File: src/rtl/wb_write_queue_pkg.sv
// Shared definitions for the write-back queue.
//   WORD_SIZE_DEF / ADDRESS_SIZE_DEF : default data and register-address widths
//   ZERO_REG                         : hard-wired zero register address
//   wb_entry_t                       : one queued write {dest, data}
package wb_write_queue_pkg;

    localparam int WORD_SIZE_DEF    = 32;
    localparam int ADDRESS_SIZE_DEF = 4;

    localparam logic [ADDRESS_SIZE_DEF-1:0] ZERO_REG = '0;

    typedef struct packed {
        logic [ADDRESS_SIZE_DEF-1:0] dest;
        logic [WORD_SIZE_DEF-1:0]    data;
    } wb_entry_t;

endpackage

File: src/rtl/wb_write_queue_if.sv
// Bus bundle of the write-back queue.
//   requests : mem_valid/mem_dest/mem_data/mem_ready, alu_valid/alu_dest/alu_data/alu_ready
//   hazards  : src1/src2 in, hazard1/hazard2 out
//   drain    : writeBackEn, Dest_wb, Result_WB, count
// Handshake: a request transfers on a rising clk edge where its valid and
// ready are both high. Ready depends only on the queue occupancy (and, for
// the ALU port, on mem_valid), never on the port's own valid.
interface wb_write_queue_if
    import wb_write_queue_pkg::*;
#(
    parameter int WORD_SIZE    = WORD_SIZE_DEF,
    parameter int ADDRESS_SIZE = ADDRESS_SIZE_DEF,
    parameter int DEPTH        = 4
);
    localparam int CNT_W = $clog2(DEPTH) + 1;

    logic                    mem_valid;
    logic [ADDRESS_SIZE-1:0] mem_dest;
    logic [WORD_SIZE-1:0]    mem_data;
    logic                    mem_ready;
    logic                    alu_valid;
    logic [ADDRESS_SIZE-1:0] alu_dest;
    logic [WORD_SIZE-1:0]    alu_data;
    logic                    alu_ready;
    logic [ADDRESS_SIZE-1:0] src1;
    logic [ADDRESS_SIZE-1:0] src2;
    logic                    hazard1;
    logic                    hazard2;
    logic                    writeBackEn;
    logic [ADDRESS_SIZE-1:0] Dest_wb;
    logic [WORD_SIZE-1:0]    Result_WB;
    logic [CNT_W-1:0]        count;

    modport master (
        output mem_valid, mem_dest, mem_data, alu_valid, alu_dest, alu_data, src1, src2,
        input  mem_ready, alu_ready, hazard1, hazard2, writeBackEn, Dest_wb, Result_WB, count
    );

    modport slave (
        input  mem_valid, mem_dest, mem_data, alu_valid, alu_dest, alu_data, src1, src2,
        output mem_ready, alu_ready, hazard1, hazard2, writeBackEn, Dest_wb, Result_WB, count
    );

endinterface

File: src/rtl/wb_write_queue_fifo.sv
// wb_fifo: in-order DEPTH-entry FIFO with two push ports and one pop port.
//   push0_* : first entry written this cycle (older)
//   push1_* : second entry, only meaningful together with push0_en
//   pop     : remove the head (ignored when empty)
//   head_dest/head_data : head entry, forced to 0 when empty
//   count   : occupancy
//   entry_dest/entry_valid : per-slot dest and occupancy flag for compares
// The caller guarantees pushes never exceed the free space.
module wb_fifo #(
    parameter int DEPTH  = 4,
    parameter int ADDR_W = 4,
    parameter int DATA_W = 32,
    localparam int PW    = $clog2(DEPTH),
    localparam int CW    = PW + 1
) (
    input  logic                         clk,
    input  logic                         rst,
    input  logic                         push0_en,
    input  logic [ADDR_W-1:0]            push0_dest,
    input  logic [DATA_W-1:0]            push0_data,
    input  logic                         push1_en,
    input  logic [ADDR_W-1:0]            push1_dest,
    input  logic [DATA_W-1:0]            push1_data,
    input  logic                         pop,
    output logic [ADDR_W-1:0]            head_dest,
    output logic [DATA_W-1:0]            head_data,
    output logic [CW-1:0]                count,
    output logic [DEPTH-1:0][ADDR_W-1:0] entry_dest,
    output logic [DEPTH-1:0]             entry_valid
);
    logic [PW-1:0]                wr_ptr_q, wr_ptr_d;
    logic [PW-1:0]                rd_ptr_q, rd_ptr_d;
    logic [CW-1:0]                count_q, count_d;
    logic [DEPTH-1:0][ADDR_W-1:0] dest_q, dest_d;
    logic [DEPTH-1:0][DATA_W-1:0] data_q, data_d;
    logic                         pop_eff;

    assign pop_eff = pop && (count_q != '0);

    always_comb begin
        dest_d   = dest_q;
        data_d   = data_q;
        wr_ptr_d = wr_ptr_q;
        rd_ptr_d = rd_ptr_q;
        if (push0_en) begin
            dest_d[wr_ptr_d] = push0_dest;
            data_d[wr_ptr_d] = push0_data;
            wr_ptr_d         = wr_ptr_d + 1'b1;
        end
        // Second slot follows the first, so ordering within a cycle is kept.
        if (push1_en) begin
            dest_d[wr_ptr_d] = push1_dest;
            data_d[wr_ptr_d] = push1_data;
            wr_ptr_d         = wr_ptr_d + 1'b1;
        end
        if (pop_eff) begin
            rd_ptr_d = rd_ptr_q + 1'b1;
        end
        count_d = count_q + CW'(push0_en) + CW'(push1_en) - CW'(pop_eff);
    end

    always_ff @(posedge clk) begin
        if (rst) begin
            wr_ptr_q <= '0;
            rd_ptr_q <= '0;
            count_q  <= '0;
        end else begin
            wr_ptr_q <= wr_ptr_d;
            rd_ptr_q <= rd_ptr_d;
            count_q  <= count_d;
        end
    end

    // Storage is not reset; occupancy alone decides what is live.
    always_ff @(posedge clk) begin
        dest_q <= dest_d;
        data_q <= data_d;
    end

    assign count      = count_q;
    assign head_dest  = (count_q != '0) ? dest_q[rd_ptr_q] : '0;
    assign head_data  = (count_q != '0) ? data_q[rd_ptr_q] : '0;
    assign entry_dest = dest_q;

    // A slot is live when its distance from the read pointer is below count.
    for (genvar i = 0; i < DEPTH; i++) begin : g_valid
        logic [PW-1:0] offs;
        assign offs           = PW'(i) - rd_ptr_q;
        assign entry_valid[i] = CW'(offs) < count_q;
    end

endmodule

File: src/rtl/wb_write_queue.sv
// wb_write_queue: producer side of the register file's write-back port.
//   clk, rst : clock, synchronous active-high reset
//   bus      : request ports (mem, alu), hazard compare, drain outputs, count
// Requests are filtered for dest 0, ordered mem-before-alu, buffered, and
// drained one per cycle. The head is popped on every edge while non-empty,
// so occupancy in steady state stays at most DEPTH-1.
module wb_write_queue
    import wb_write_queue_pkg::*;
#(
    parameter int WORD_SIZE    = WORD_SIZE_DEF,
    parameter int ADDRESS_SIZE = ADDRESS_SIZE_DEF,
    parameter int DEPTH        = 4
) (
    input logic              clk,
    input logic              rst,
    wb_write_queue_if.slave  bus
);
    localparam int CW = $clog2(DEPTH) + 1;
    localparam logic [CW-1:0] DEPTH_C  = CW'(DEPTH);
    localparam logic [CW-1:0] DEPTH_M2 = CW'(DEPTH - 2);

    logic [CW-1:0]                      count;
    logic [DEPTH-1:0][ADDRESS_SIZE-1:0] entry_dest;
    logic [DEPTH-1:0]                   entry_valid;
    logic                               mem_acc, alu_acc;
    logic                               mem_store, alu_store;
    logic                               push0_en, push1_en;
    wb_entry_t                          mem_req, alu_req, push0, push1;
    logic                               hit1, hit2;

    // Ready looks at the registered count only; a same-cycle pop frees nothing.
    assign bus.mem_ready = !rst && (count < DEPTH_C);
    assign bus.alu_ready = !rst && (bus.mem_valid ? (count <= DEPTH_M2) : (count < DEPTH_C));

    assign mem_acc   = bus.mem_valid && bus.mem_ready;
    assign alu_acc   = bus.alu_valid && bus.alu_ready;
    assign mem_store = mem_acc && (bus.mem_dest != ZERO_REG);
    assign alu_store = alu_acc && (bus.alu_dest != ZERO_REG);

    assign mem_req = '{dest: bus.mem_dest, data: bus.mem_data};
    assign alu_req = '{dest: bus.alu_dest, data: bus.alu_data};

    // Compact the stored requests onto the two FIFO push slots, mem first.
    always_comb begin
        push0_en = mem_store || alu_store;
        push0    = mem_store ? mem_req : alu_req;
        push1_en = mem_store && alu_store;
        push1    = alu_req;
    end

    wb_fifo #(
        .DEPTH  (DEPTH),
        .ADDR_W (ADDRESS_SIZE),
        .DATA_W (WORD_SIZE)
    ) u_fifo (
        .clk         (clk),
        .rst         (rst),
        .push0_en    (push0_en),
        .push0_dest  (push0.dest),
        .push0_data  (push0.data),
        .push1_en    (push1_en),
        .push1_dest  (push1.dest),
        .push1_data  (push1.data),
        .pop         (count != '0),
        .head_dest   (bus.Dest_wb),
        .head_data   (bus.Result_WB),
        .count       (count),
        .entry_dest  (entry_dest),
        .entry_valid (entry_valid)
    );

    assign bus.count       = count;
    assign bus.writeBackEn = (count != '0);

    // The head being written this cycle is still pending: it is only
    // readable from the register file after the edge.
    always_comb begin
        hit1 = 1'b0;
        hit2 = 1'b0;
        for (int i = 0; i < DEPTH; i++) begin
            if (entry_valid[i] && (entry_dest[i] == bus.src1)) hit1 = 1'b1;
            if (entry_valid[i] && (entry_dest[i] == bus.src2)) hit2 = 1'b1;
        end
        if (bus.mem_valid && (bus.mem_dest == bus.src1)) hit1 = 1'b1;
        if (bus.alu_valid && (bus.alu_dest == bus.src1)) hit1 = 1'b1;
        if (bus.mem_valid && (bus.mem_dest == bus.src2)) hit2 = 1'b1;
        if (bus.alu_valid && (bus.alu_dest == bus.src2)) hit2 = 1'b1;
    end

    assign bus.hazard1 = (bus.src1 != ZERO_REG) && hit1;
    assign bus.hazard2 = (bus.src2 != ZERO_REG) && hit2;

endmodule

File: src/flat_wrapper.sv
// flat-port wrapper written by rule: the top's interface ports become plain ports
module wb_write_queue_flat import wb_write_queue_pkg::*;
#(
    parameter int WORD_SIZE    = WORD_SIZE_DEF,
    parameter int ADDRESS_SIZE = ADDRESS_SIZE_DEF,
    parameter int DEPTH        = 4
)
  (clk, rst, bus_mem_valid, bus_mem_dest, bus_mem_data, bus_alu_valid, bus_alu_dest, bus_alu_data, bus_src1, bus_src2, bus_mem_ready, bus_alu_ready, bus_hazard1, bus_hazard2, bus_writeBackEn, bus_Dest_wb, bus_Result_WB, bus_count);
  wb_write_queue_if #(.WORD_SIZE(WORD_SIZE), .ADDRESS_SIZE(ADDRESS_SIZE), .DEPTH(DEPTH)) bus_i ();
  input logic clk;
  input logic rst;
  input wire logic [$bits(bus_i.mem_valid)-1:0] bus_mem_valid;
  input wire logic [$bits(bus_i.mem_dest)-1:0] bus_mem_dest;
  input wire logic [$bits(bus_i.mem_data)-1:0] bus_mem_data;
  input wire logic [$bits(bus_i.alu_valid)-1:0] bus_alu_valid;
  input wire logic [$bits(bus_i.alu_dest)-1:0] bus_alu_dest;
  input wire logic [$bits(bus_i.alu_data)-1:0] bus_alu_data;
  input wire logic [$bits(bus_i.src1)-1:0] bus_src1;
  input wire logic [$bits(bus_i.src2)-1:0] bus_src2;
  output wire logic [$bits(bus_i.mem_ready)-1:0] bus_mem_ready;
  output wire logic [$bits(bus_i.alu_ready)-1:0] bus_alu_ready;
  output wire logic [$bits(bus_i.hazard1)-1:0] bus_hazard1;
  output wire logic [$bits(bus_i.hazard2)-1:0] bus_hazard2;
  output wire logic [$bits(bus_i.writeBackEn)-1:0] bus_writeBackEn;
  output wire logic [$bits(bus_i.Dest_wb)-1:0] bus_Dest_wb;
  output wire logic [$bits(bus_i.Result_WB)-1:0] bus_Result_WB;
  output wire logic [$bits(bus_i.count)-1:0] bus_count;
  assign bus_i.mem_valid = bus_mem_valid;
  assign bus_i.mem_dest = bus_mem_dest;
  assign bus_i.mem_data = bus_mem_data;
  assign bus_i.alu_valid = bus_alu_valid;
  assign bus_i.alu_dest = bus_alu_dest;
  assign bus_i.alu_data = bus_alu_data;
  assign bus_i.src1 = bus_src1;
  assign bus_i.src2 = bus_src2;
  assign bus_mem_ready = bus_i.mem_ready;
  assign bus_alu_ready = bus_i.alu_ready;
  assign bus_hazard1 = bus_i.hazard1;
  assign bus_hazard2 = bus_i.hazard2;
  assign bus_writeBackEn = bus_i.writeBackEn;
  assign bus_Dest_wb = bus_i.Dest_wb;
  assign bus_Result_WB = bus_i.Result_WB;
  assign bus_count = bus_i.count;
  wb_write_queue #(.WORD_SIZE(WORD_SIZE), .ADDRESS_SIZE(ADDRESS_SIZE), .DEPTH(DEPTH)) u_core (.clk(clk), .rst(rst), .bus(bus_i));
endmodule
File: config.mk
export PLATFORM = sky130hd
export DESIGN_NAME = wb_write_queue_flat
export DESIGN_NICKNAME = d
export VERILOG_FILES = /design/src/rtl/wb_write_queue_pkg.sv /design/src/rtl/wb_write_queue_if.sv /design/src/rtl/wb_write_queue_fifo.sv /design/src/rtl/wb_write_queue.sv /design/src/flat_wrapper.sv
export SDC_FILE = /design/constraint.sdc
export NUM_CORES = 1
export LEC_CHECK = 0
export CORE_AREA = 3 3 160 162
export CTS_BUF_LIST = sky130_fd_sc_hd__clkbuf_4 sky130_fd_sc_hd__clkbuf_8
export CTS_CLUSTER_SIZE = 10
export DETAILED_ROUTE_END_ITERATION = 12
export DIE_AREA = 0 0 163 165
export GPL_ROUTABILITY_DRIVEN = 0
export HOLD_SLACK_MARGIN = 0.12
export PLACE_DENSITY_LB_ADDON = 0.25
export SKIP_LAST_GASP = 1
export SLEW_MARGIN = 10
export SYNTH_ARGS = -nofsm -noshare
export SYNTH_HDL_FRONTEND = slang
export SYNTH_SLANG_ARGS = --single-unit
File: constraint.sdc
create_clock -name clk -period 4.24 [get_ports clk]
set_input_delay 0.848 -clock clk [delete_from_list [all_inputs] [get_ports clk]]
set_output_delay 0.848 -clock clk [all_outputs]
set_load 0.1 [all_outputs]
# After elaboration in Yosys (flattened, before gate mapping)
# Cells that the tools add are included.
dict set report classes {
  n_addsub 10
  n_lt_le_gt_ge 11
  eq_ne 12
  n_mux 38
  reduce_logical 30
}
# operator n
set op_table {}
lappend op_table {{$bwmux 128} 2}
lappend op_table {{$mux 128} 2}
lappend op_table {{$demux 32 s2} 2}
lappend op_table {{$mux 32} 4}
lappend op_table {{$bmux 32 s2} 1}
lappend op_table {{$eq 4x4->1} 12}
lappend op_table {{$mux 36} 1}
lappend op_table {{$bwmux 16} 2}
lappend op_table {{$mux 16} 2}
lappend op_table {{$logic_and 1x1->1} 23}
lappend op_table {{$demux 4 s2} 2}
lappend op_table {{$mux 4} 4}
lappend op_table {{$reduce_bool 4->1} 4}
lappend op_table {{$mux 1} 13}
lappend op_table {{$lt 2x3->1} 4}
lappend op_table {{$lt 2x3->1 const B} 3}
lappend op_table {{$bmux 4 s2} 1}
lappend op_table {{$add 2x1->2 const B} 3}
lappend op_table {{$add 3x1->3} 2}
lappend op_table {{$ge 2x1->1 const B} 2}
lappend op_table {{$mux 2} 2}
lappend op_table {{$sub 1x2->2 const A} 2}
lappend op_table {{$sub 2x2->2 const A} 2}
lappend op_table {{$le 3x2->1 const B} 1}
lappend op_table {{other kinds (5)} 5}
dict set report totals {
  ff_bits 151
  inputBits 84
  out_inout_bits 44
  elab_cells 112
}

# Depth between registers and ports, before layout
dict set report logic_depth {
  depth_word 13
  depth_mapped 14
  ltp_nobuf 11
}

# Hierarchy
# From an unflattened synthesis, not the netlist that was laid out.
dict set report unflattened {
  hier_cells 912
  area_unflattened_um2 8892.3
}
# mod instances cells_each area_per_inst_um2 seq_area_each_um2
set by_module_without_submodules {}
lappend by_module_without_submodules {wb_fifo 1 778 7652.3 3022.9}
lappend by_module_without_submodules {wb_write_queue 1 134 1239.9 0.0}

# Worst setup path after synthesis
# Ideal clock, no wire load.
dict set report synth_path {
  path_type {reg-to-output}
  startpoint {reg u_core.u_fifo.count_q[1], in the netlist u_core.u_fifo.count[1]}
  endpoint {out bus_hazard2}
  arrival_time_ps 3709
  t_required_ps 3392
  path_slack_ps -317
  path_stages_with_launch 8
  path_buffers 0
  cell_sequence {dfxtp_1 > inv_1 > ha_1 > a21oi_1 > o21a_1 > nor2_1 > a31oi_1 > a31oi_1}
}
dict set report synth_between {
  elab_chain_len 9
  word_cells_on_any_way 15
  classes_between {order compare: 4; mux: 6; reduce/logical: 5}
}
# item line
set synth_lines {}
lappend synth_lines {{start, declared} wb_write_queue_fifo.sv:33} ;# logic [CW-1:0] count_q, count_d;
lappend synth_lines {{start signal, assigned} wb_write_queue_fifo.sv:70} ;# count_q <= count_d;
lappend synth_lines {{$lt 2x3->1} wb_write_queue_fifo.sv:89} ;# assign entry_valid[i] = CW'(offs) < count_q;
lappend synth_lines {{$logic_and 1x1->1} wb_write_queue.sv:82} ;# if (entry_valid[i] && (entry_dest[i] == bus.src2)) hit2 = 1'b1;
lappend synth_lines {{$mux 1 (3 in series)} wb_write_queue.sv:82}
lappend synth_lines {{$mux 1 *} wb_write_queue.sv:82}
lappend synth_lines {{$mux 1 *} wb_write_queue.sv:86} ;# if (bus.mem_valid && (bus.mem_dest == bus.src2)) hit2 = 1'b1;
lappend synth_lines {{$mux 1 *} wb_write_queue.sv:87} ;# if (bus.alu_valid && (bus.alu_dest == bus.src2)) hit2 = 1'b1;
lappend synth_lines {{$logic_and 1x1->1 *} wb_write_queue.sv:91} ;# assign bus.hazard2 = (bus.src2 != ZERO_REG) && hit2;
lappend synth_lines {{end, declared} flat_wrapper.sv:23} ;# output wire logic [$bits(bus_i.hazard2)-1:0] bus_hazard2;
# Mark *: on every way between the ends. The rest lies on a longest branch, timed or not.

# Worst setup path in the final report
dict set report layout_path {
  startpoint {in bus_src2[0]}
  endpoint {out bus_hazard2}
}
dict set report layout_between {
  elab_chain_len 9
  word_cells_on_any_way 20
  classes_between {eq/ne: 6; mux: 6; reduce/logical: 8}
}
# item line
set layout_lines {}
lappend layout_lines {{start, declared} flat_wrapper.sv:19} ;# input wire logic [$bits(bus_i.src2)-1:0] bus_src2;
lappend layout_lines {{$eq 4x4->1} wb_write_queue.sv:82}
lappend layout_lines {{$logic_and 1x1->1} wb_write_queue.sv:82}
lappend layout_lines {{$mux 1 (4 in series)} wb_write_queue.sv:82}
lappend layout_lines {{$mux 1} wb_write_queue.sv:86}
lappend layout_lines {{$mux 1} wb_write_queue.sv:87}
lappend layout_lines {{$logic_and 1x1->1 *} wb_write_queue.sv:91}
# Marked as above.

==> impl_metrics.csv <==
group,metric,value,unit
outcome,outcome,"complete, no violations",
floorplan,coreArea,24200,sq um
layout,num_antenna_cells,0,
min_path,min_path_type,"flip-flop to flip-flop",
sta,finalSetupTns,0,ns
job,maxCapViolations,0,
logic_synthesis,synth_top_area_share,31.2,%
clock_tree,cts_setup_buffers,0,
floorplan,fp-row-count,57,
sta,max_freq,0.283,GHz
clock_tree,cts_root_buffer,"clkbuf_8",
worst_setup_path,end_kind,"primary output",
logic_synthesis,synth_area_per_cell,8.69,sq um
sta,fin_hold_ws,0.601,ns
clock_tree,clock_path_buffers,2,
clock_tree,clkTransAtPathRegs,0.08,ns
worst_setup_path,reg2reg_to,"u_core.u_fifo.entry_dest[8]$_DFF_P_",
floorplan,start_util,40.0,%
floorplan,pin_count,128,
routing,firstDrtPassIters,5,
clock_tree,htreeDepth,4,
sta,skew,0.00963,ns
logic_synthesis,synth.net_count,1215,
logic_synthesis,synth-async-reset-ratio,0,%
worst_setup_path,rr_startpoint,"u_core.u_fifo.count[2]$_SDFF_PP0_",
sta,min_period,3.53,ns
sta,period_share,83.3,%
layout,drive_gt1_share,13.9,%
pwr,leakage,4.68,nW
worst_setup_path,reg2regPathDepth,12,
routing,drtIter0Drc,796,
logic_synthesis,netlist_instances,1115,
logic_synthesis,synth.distinct_cells,40,
pwr,max-vdd-ir-drop,0.000584,V
sta,worst_pin_slew,0.964,ns
clock_tree,cts_hold_buf,0,
layout,final_common_cell,"nor2_1",
routing,wl_per_cell,20.7,microns
routing,drc,0,
worst_setup_path,required,3.39,ns
worst_setup_path,crit_path_start_kind,"input pin",
clock_tree,cts_resized,0,
global_routing,overflow,0,
sta,rsz0062_at_grt,"false",
routing,vias_per_cell,6.01,
routing,detail-route-antenna-nets,0,
logic_synthesis,netlist_top_cells_area,"dfxtp_1 (31%), a2bb2oi_1 (13%), o31ai_1 (11%)",
worst_setup_path,crit_path_max_fanout,7,
worst_setup_path,cp.arrival,2.68,ns
sta,slew_viol_final,0,
placement,io_buffers,127,
logic_synthesis,ys_seq_elements,151,
logic_synthesis,yosys_most_used_dff,"dfxtp_1",
global_routing,grt_max_degree,72,
clock_tree,cts.sinks,151,
clock_tree,cts_buffers,17,
placement,placed_area,11000,sq um
global_routing,grt_pass1_vias,8461,
placement,hpwl,18.9,mm
sta,max-slew-margin-rel,35.5,%
min_path,hold-path-endpoint,"u_core.u_fifo.data_q[64]$_DFF_P_",
worst_setup_path,rrSetupSlack,1.25,ns
min_path,holdPathStages,2,
logic_synthesis,synth_edf_count,0,
pwr,power.density,791,nW/um^2
layout,nNetsFinal,1268,
clock_tree,cts_tree,"built",
global_routing,track_usage,22.8,%
layout,layout_common_cells,"nor2_1 (158), a21oi_1 (149), dfxtp_1 (149)",
sta,final_hold_viol_count,0,
global_routing,antenna_found_initial,0,
clock_tree,clock_latency,0.45,ns
routing,routed_wl,31.2,mm
logic_synthesis,seq_area_frac_synth,31.2,%
layout,fin_area,11500,sq um
global_routing,grt_pass1_wl,48.7,mm
layout,synthToLayoutAreaGrowth,18.5,%
logic_synthesis,synthesis.area,9690,sq um
routing,vias,9039,
floorplan,dieArea,26900,sq um
logic_synthesis,yosysWarnings,0,
logic_synthesis,yosys.area.top_type,"dfxtp_1",
floorplan,die_w,163,microns
worst_setup_path,crit_type,"input pin to primary output",
min_path,hp-start,"u_core.u_fifo.data_q[64]$_DFF_P_",
sta,setup_violations,0,
floorplan,fp.dieH,165,microns
## Yosys cell counts (24+ instances only)
cell type,instances
o31ai_1,144
a21oi_1,149
clkbuf_1,60
mux4_2,36
a2bb2oi_1,144
dfxtp_1,151
buf_2,25
and2_1,37
nor3_1,41
buf_1,24
nor2_1,158
xnor2_1,35
## report_power, final
part	internal, mW	switching [mW]	leakage [nW]	total, mW
Combinational	1.87	3.64	3.21	5.50
Sequential	1.83	0.417	1.24	2.25
Clock	0.724	0.603	0.235	1.33
## per-stage QoR
stage | total power, mW | std cells | utilization (%) | setup WS, ns
after floorplan | 6.56 | 1115 | - | 0.227
after global placement | 7.71 | 1473 | 45.4 | 0.469
after detailed placement | 7.77 | 1473 | 45.4 | 0.430
after CTS | 9.10 | 1505 | 47.4 | 0.720
after global routing | 9.58 | 1505 | 47.4 | 0.595
final | 9.08 | 1505 | 47.4 | 0.709
## registers in the layout, summed over array words and instances (netlist names)
register                  cells
u_core.u_fifo.wr_ptr_q        2
u_core.u_fifo.rd_ptr_q        2
u_core.u_fifo.entry_dest     16
u_core.u_fifo.count           3
u_core.u_fifo.data_q        128
## metal layers
metal,up-vias,share of wire [%],global-route usage (%)
met3,17,6.6,3.59
met5,-,0,0
met4,0,0.52,4.19
met1,4341,46,32.4
li1,4317,-,-
met2,364,47,37.1
## cell families after synthesis
family                     synth area share [%]
DFF                                        31.2
adders and majority gates                  2.22
buffers and inverters                      6.33
and+or+nand+nor                            13.1
muxes                                      9.05
xor gates and xnor gates                   5.06
AOI/OAI and AO/OA                          33.0
## final cells by class
cell class              instances  area, sq um
inverters                       9         33.8
flip-flops and latches        151         3030
well taps                     324          405
clock buffers                  18          248
clock inverters                14          223
fillers                      2342        12800
multi-input cells             831         6080
repair buffers                158         1460
## worst max-delay path by stage
stage	from	endpoint	slack, ns	cells after the start
detailed placement	bus_alu_dest[0]	u_core.u_fifo.data_q[87]$_DFF_P_	0.43	12
global placement	bus_alu_dest[0]	u_core.u_fifo.data_q[89]$_DFF_P_	0.47	12
CTS	bus_src2[0]	bus_hazard2	0.72	6
floorplan	u_core.u_fifo.count[0]$_SDFF_PP0_	bus_Result_WB[22]	0.23	3
finish	bus_src2[0]	bus_hazard2	0.71	6
global route	u_core.u_fifo.rd_ptr_q[1]$_SDFFE_PP0N_	bus_hazard1	0.60	8
## critical path, cell delays in order
cell and delay, ns:
clkdlybuf4s50_1 0.66, xor2_1 0.25, nor4_1 0.32, a32oi_1 0.14, a31oi_2 0.26, buf_12 0.20
No activity file was read; power rests on OpenSTA's default activity.
